===== src/rtl/hazard_stall_ctrl.sv =====
// Pipeline hazard/stall controller: load-use, branch flush, multi-cycle divide stall and dmem freeze.
// Optional saturating perf counters are built when HAZARD_PERF_CNT_EN is defined.
module hazard_stall_ctrl #(
    parameter int unsigned DIV_CYCLES = 33,
    parameter int unsigned PERF_W     = 32
) (
    input  logic              clk,
    input  logic              rst_n,
    input  logic [4:0]        id_rs1,
    input  logic [4:0]        id_rs2,
    input  logic [6:0]        id_opcode,
    input  logic [4:0]        ex_rd,
    input  logic              ex_load_inst,
    input  logic              ex_div_start,
    input  logic              jump_branch_taken,
    input  logic              dmem_stall,
    output logic              pc_en,
    output logic              if_id_en,
    output logic              id_ex_en,
    output logic              ex_mem_en,
    output logic              if_id_flush,
    output logic              id_ex_flush,
    output logic              ex_mem_flush,
    output logic              mem_wb_flush,
    output logic              div_busy,
    output logic              div_done,
    output logic [PERF_W-1:0] stall_cycles,
    output logic [PERF_W-1:0] flush_events
);

    localparam int unsigned      CNT_W    = $clog2(DIV_CYCLES + 1);
    localparam logic [CNT_W-1:0] CNT_LOAD = CNT_W'(DIV_CYCLES - 1);
    localparam logic [CNT_W-1:0] CNT_ONE  = CNT_W'(1);

    localparam logic [6:0] OP_R    = 7'b0110011;
    localparam logic [6:0] OP_I    = 7'b0010011;
    localparam logic [6:0] OP_LOAD = 7'b0000011;
    localparam logic [6:0] OP_JALR = 7'b1100111;
    localparam logic [6:0] OP_S    = 7'b0100011;
    localparam logic [6:0] OP_B    = 7'b1100011;

    typedef enum logic {
        IDLE     = 1'b0,
        DIV_BUSY = 1'b1
    } state_t;

    state_t           state;
    state_t           state_next;
    logic [CNT_W-1:0] cnt;
    logic [CNT_W-1:0] cnt_next;
    logic             busy_q;
    logic             rs1_used;
    logic             rs2_used;
    logic             load_use;
    logic             div_stall;

    // Source-operand usage decode for the instruction in ID
    assign rs1_used = (id_opcode == OP_R) || (id_opcode == OP_I) || (id_opcode == OP_LOAD) ||
                      (id_opcode == OP_JALR) || (id_opcode == OP_S) || (id_opcode == OP_B);
    assign rs2_used = (id_opcode == OP_R) || (id_opcode == OP_S) || (id_opcode == OP_B);

    assign load_use = ex_load_inst && (ex_rd != 5'd0) &&
                      (((id_rs1 == ex_rd) && rs1_used) || ((id_rs2 == ex_rd) && rs2_used));

    always_ff @(posedge clk) begin
        if (!rst_n) begin
            state  <= IDLE;
            cnt    <= '0;
            busy_q <= 1'b0;
        end else begin
            state  <= state_next;
            cnt    <= cnt_next;
            busy_q <= (state_next == DIV_BUSY);
        end
    end

    // Divide sequencing plus prioritised enable/flush selection
    always_comb begin
        state_next   = state;
        cnt_next     = cnt;
        div_stall    = 1'b0;
        div_done     = 1'b0;
        pc_en        = 1'b1;
        if_id_en     = 1'b1;
        id_ex_en     = 1'b1;
        ex_mem_en    = 1'b1;
        if_id_flush  = 1'b0;
        id_ex_flush  = 1'b0;
        ex_mem_flush = 1'b0;
        mem_wb_flush = 1'b0;

        // A dmem freeze holds the divide sequence in place for that cycle
        case (state)
            IDLE: begin
                if (ex_div_start) begin
                    div_stall = 1'b1;
                    if (!dmem_stall) begin
                        state_next = DIV_BUSY;
                        cnt_next   = CNT_LOAD;
                    end
                end
            end
            DIV_BUSY: begin
                if (cnt > CNT_ONE) begin
                    div_stall = 1'b1;
                    if (!dmem_stall) begin
                        cnt_next = cnt - CNT_ONE;
                    end
                end else if (!dmem_stall) begin
                    div_done   = 1'b1;
                    state_next = IDLE;
                    cnt_next   = '0;
                end
            end
            default: begin
                state_next = IDLE;
                cnt_next   = '0;
            end
        endcase

        if (dmem_stall) begin
            pc_en        = 1'b0;
            if_id_en     = 1'b0;
            id_ex_en     = 1'b0;
            ex_mem_en    = 1'b0;
            mem_wb_flush = 1'b1;
        end else if (div_stall) begin
            pc_en        = 1'b0;
            if_id_en     = 1'b0;
            id_ex_en     = 1'b0;
            ex_mem_flush = 1'b1;
        end else if (jump_branch_taken) begin
            if_id_flush = 1'b1;
            id_ex_flush = 1'b1;
            pc_en       = 1'b1;
        end else if (load_use) begin
            pc_en       = 1'b0;
            if_id_en    = 1'b0;
            id_ex_flush = 1'b1;
        end

        // Reset forces the pipeline controls to their free-running defaults
        if (!rst_n) begin
            div_done     = 1'b0;
            pc_en        = 1'b1;
            if_id_en     = 1'b1;
            id_ex_en     = 1'b1;
            ex_mem_en    = 1'b1;
            if_id_flush  = 1'b0;
            id_ex_flush  = 1'b0;
            ex_mem_flush = 1'b0;
            mem_wb_flush = 1'b0;
        end
    end

    assign div_busy = busy_q && rst_n;

`ifdef HAZARD_PERF_CNT_EN
    logic [PERF_W-1:0] stall_q;
    logic [PERF_W-1:0] flush_q;
    logic              flush_apply;

    assign flush_apply = rst_n && jump_branch_taken && !dmem_stall && !div_stall;

    // Saturating event counters
    always_ff @(posedge clk) begin
        if (!rst_n) begin
            stall_q <= '0;
            flush_q <= '0;
        end else begin
            if (!pc_en && (stall_q != {PERF_W{1'b1}})) begin
                stall_q <= stall_q + PERF_W'(1);
            end
            if (flush_apply && (flush_q != {PERF_W{1'b1}})) begin
                flush_q <= flush_q + PERF_W'(1);
            end
        end
    end

    assign stall_cycles = rst_n ? stall_q : '0;
    assign flush_events = rst_n ? flush_q : '0;
`else
    assign stall_cycles = '0;
    assign flush_events = '0;
`endif

endmodule


===== config.mk =====
export PLATFORM = sky130hd
export DESIGN_NAME = hazard_stall_ctrl
export DESIGN_NICKNAME = d
export VERILOG_FILES = /design/src/rtl/hazard_stall_ctrl.sv
export SDC_FILE = /design/constraint.sdc
export NUM_CORES = 1
export LEC_CHECK = 0
export ABC_AREA = 1
export CAP_MARGIN = 30
export CORE_MARGIN = 10
export CORE_UTILIZATION = 32
export DETAILED_ROUTE_END_ITERATION = 6
export PLACE_DENSITY_LB_ADDON = 0.08
export SYNTH_ARGS = -nofsm -noshare
export SYNTH_HDL_FRONTEND = slang
export SYNTH_SLANG_ARGS = --single-unit

===== constraint.sdc =====
create_clock -name clk -period 1.8 [get_ports clk]
set_clock_uncertainty 0.05 [all_clocks]
set_input_delay 0.36 -clock clk [delete_from_list [all_inputs] [get_ports clk]]
set_output_delay 0.36 -clock clk [all_outputs]
set_load 0.1 [all_outputs]

==> qor.csv <==
stage;metric;value;unit
run_status;status;complete, but fails checks;
run_status;failing checks;setup timing;
pwr;Switch Pwr;0.874;mW
synthesis;Yosys cell types;22;
clocking;H-tree Lvls;1;
layout;leading cell types in the layout, fill and taps excluded;conb_1 (64), nand2_1 (36), dlygate4sd2_1 (22), buf_4 (20), inv_1 (16);
layout;sequential cell area;145;µm²
floorplan;die area;6600;µm²
synthesis;synthesized flop and latch total;7;
critical_path;endpoint class of the critical path;output port;
layout;share of layout cells above drive strength 1;0.258;
clocking;CTS tree;done;
pwr;Pwr per Cell Area;752;nW/µm²
sta;Final WS setup;-0.251;ns
floorplan;Die Ht;81.3;µm
clocking;Num CTS Buffers;3;
clocking;CTS sink cnt;7;
route;post-route ant nets;0;
synthesis;Avg Synthesized Cell Area;6.22;µm²
critical_path;Crit path max-delay family;simple AND/OR/NAND/NOR gates;
global_routing;largest net degree at the start of global routing;8;
pwr;Cell Int Power;0.485;mW
sta;Final min period;2.05;ns
worst_hold_path;Tightest Hold Check Type;reg -> reg;
route;# DRC;0;
run;Max Cap Violations;0;
floorplan;I/O pin count;102;
placement;gpl congestion;0.752;
global_routing;initial antenna violation count;0;
placement;DP HPWL;2.92;mm
layout;Multi-input gate area;858;µm²
critical_path;Worst EP arrival;1.64;ns
synthesis;post-synthesis cell count;193;
sta;final hold slack;0.539;ns
floorplan;Initial Util;0.331;
pwr;part of the power in combinational logic;0.713;
critical_path;WP data required;1.39;ns
critical_path;crit path kind;reg -> out;
synthesis;post-synthesis sequential area ratio;0.117;
clocking;CTS Hold Bufs;0;
pwr;Net Sw Frac;0.643;
floorplan;Core Rows;22;
pwr;Flop pwr share;0.124;
critical_path;worst-path cell chain;inv_4 -> ha_4 -> nor2_4 -> nor2_4 -> nand2_2 -> o21ai_4 -> nand2_2 -> nand2_8 -> nand2_4 -> clkinvlp_4 -> buf_12;
route;Via density;3.60;
placement;number of I/O port buffers;37;
clocking;Max Root-Sink Buffers;2;
synthesis;YS warnings;0;
sta;Max Clk Rate;0.488;GHz
clocking;latest clock arrival within the worst-skew pair;0.23;ns
layout;fill cell count;405;
sta;final setup vio count;7;
critical_path;max incr delay on CP;0.36;ns
critical_path;CP Launch Type;flip-flop;
synthesis;mapped cell area;1200;µm²
critical_path;CP max-delay cell;dfxtp_4;
route;vias;1080;
global_routing;first-pass GRT wire length;4.99;mm
floorplan;chip width;81.3;µm
layout;nets;283;
clocking;Clock Tree Root;clkbuf_8;
route;DRT Pass-1 Iters;4;
route;DR iter-0 viols;40;
global_routing;grt total ovfl;0;
layout;Syn-to-layout area delta;50.5;%
sta;Hold Violations, Final;0;
layout;most common cell after layout, fill and taps aside;conb_1;
critical_path;Critical path buffers and inverters;3;
floorplan;core area;3630;µm²
route;wire length per cell;10.5;µm
layout;cell area after layout;1810;µm²
placement;dpl cell area;1710;µm²
route;Post-Route WL;3.14;mm
critical_path;Crit Path Max Fanout;3;
pwr;Pleak;0.958;nW
sta;fin crit share;1.14;
sta;RSZ-0062 raised after global routing;yes;
global_routing;GRT Overall Usage;0.0931;
pwr;Peak VDD IR;402;µV
sta;Final Max Tran Viols;0;
global_routing;vias in the first global route;1147;
pwr;Clock power frac;0.163;
clocking;Reg clk slew, reported paths;0.04;ns
layout;diode count;0;
==> metal layers <==
| layer | GRT usage | routed length, µm | share of wire | up-vias |
|---|---|---|---|---|
| li1 | - | - | - | 572 |
| met1 | 0.0987 | 1270 | 0.40 | 443 |
| met2 | 0.171 | 1500 | 0.48 | 61 |
| met3 | 0.0375 | 341 | 0.11 | 4 |
| met4 | 0.0156 | 23 | 0.0073 | 0 |
| met5 | 0 | 0 | 0 | - |
==> area by class of cell <==
cell class | count | area share
inverter | 22 | 0.0512
tap | 48 | 0.0332
sequential | 7 | 0.0803
multi-input combinational | 161 | 0.475
timing repair buffer | 58 | 0.336
clock buffer | 4 | 0.0249
==> sequential cells by signal (all words and copies together), names as in the netlist <==
signal and flops:
busy_q 1, cnt 6
==> what timing repair did <==
action                                  in CTS  in global routing
gates resized for setup                     29                 10
endpoints found under the setup margin       9                  8
pin swaps                                   16                  6
setup buffers                                1                  0
==> metrics by stage <==
stage | instances | setup slack (ns) | util | total power, mW | TNS, ns
final | 300 | -0.251 | 0.498 | 1.36 | -1.33
after global routing | 300 | -0.338 | 0.498 | 1.42 | -1.99
after CTS | 300 | -0.256 | 0.488 | 1.36 | -1.44
after detailed placement | 295 | -0.486 | 0.472 | 1.14 | -1.98
after global placement | 295 | -0.497 | 0.472 | 1.14 | -1.96
after floorplan | 256 | -0.634 | - | 1.07 | -1.87
==> synthesized netlist by cell type (all sizes together) <==
cell	number	area [µm²]
clkbuf	1	5.00
ha	2	25.0
o221ai	1	8.76
or2	1	6.26
o21ai	4	23.8
conb	1	3.75
nand2	43	166
buf	65	488
a21oi	8	43.8
inv	22	82.6
nand3	6	35.0
nor2	21	83.8
dfxtp	7	140
xnor2	6	52.6
xor2	3	26.3
nor3	2	10.0
==> path summary, 6_finish.rpt <==
| check | from | to | slack (ns) | depth (start not counted) |
|---|---|---|---|---|
| setup / recovery | cnt[0] | pc_en | -0.25 | 11 |
| hold / removal | cnt[4] | cnt[4] | 0.54 | 3 |
| setup reg to reg | cnt[0] | cnt[1] | 0.36 | 9 |
| hold reg to reg | cnt[4] | cnt[4] | 0.54 | 3 |
==> power by group through the flow <==
| stage | Sequential [mW] | Combinational [mW] | Clock [mW] |
|---|---|---|---|
| 3_3_place_gp | 0.172 | 0.966 | 0 |
| 5_1_grt | 0.169 | 1.01 | 0.244 |
| 4_1_cts | 0.169 | 0.957 | 0.230 |
| 6_report | 0.168 | 0.969 | 0.222 |
| 3_5_place_dp | 0.171 | 0.966 | 0 |
| 2_1_floorplan | 0.169 | 0.899 | 0 |
==> cell families after synthesis <==
family,share of synthesized area
DFF,0.117
AOI/OAI and AO/OA,0.0635
and+or+nand+nor,0.251
other,0.00312
xor gates and xnor gates,0.0656
buffers and inverters,0.479
adders and majority gates,0.0208
==> tightest hold or removal path, stage by stage, from the launching register on <==
cell	delay, ns
dfxtp_1	0.30
buf_4	0.13
nand2_1	0.05
a21oi_1	0.06
Power figures use the tool's default switching activity.
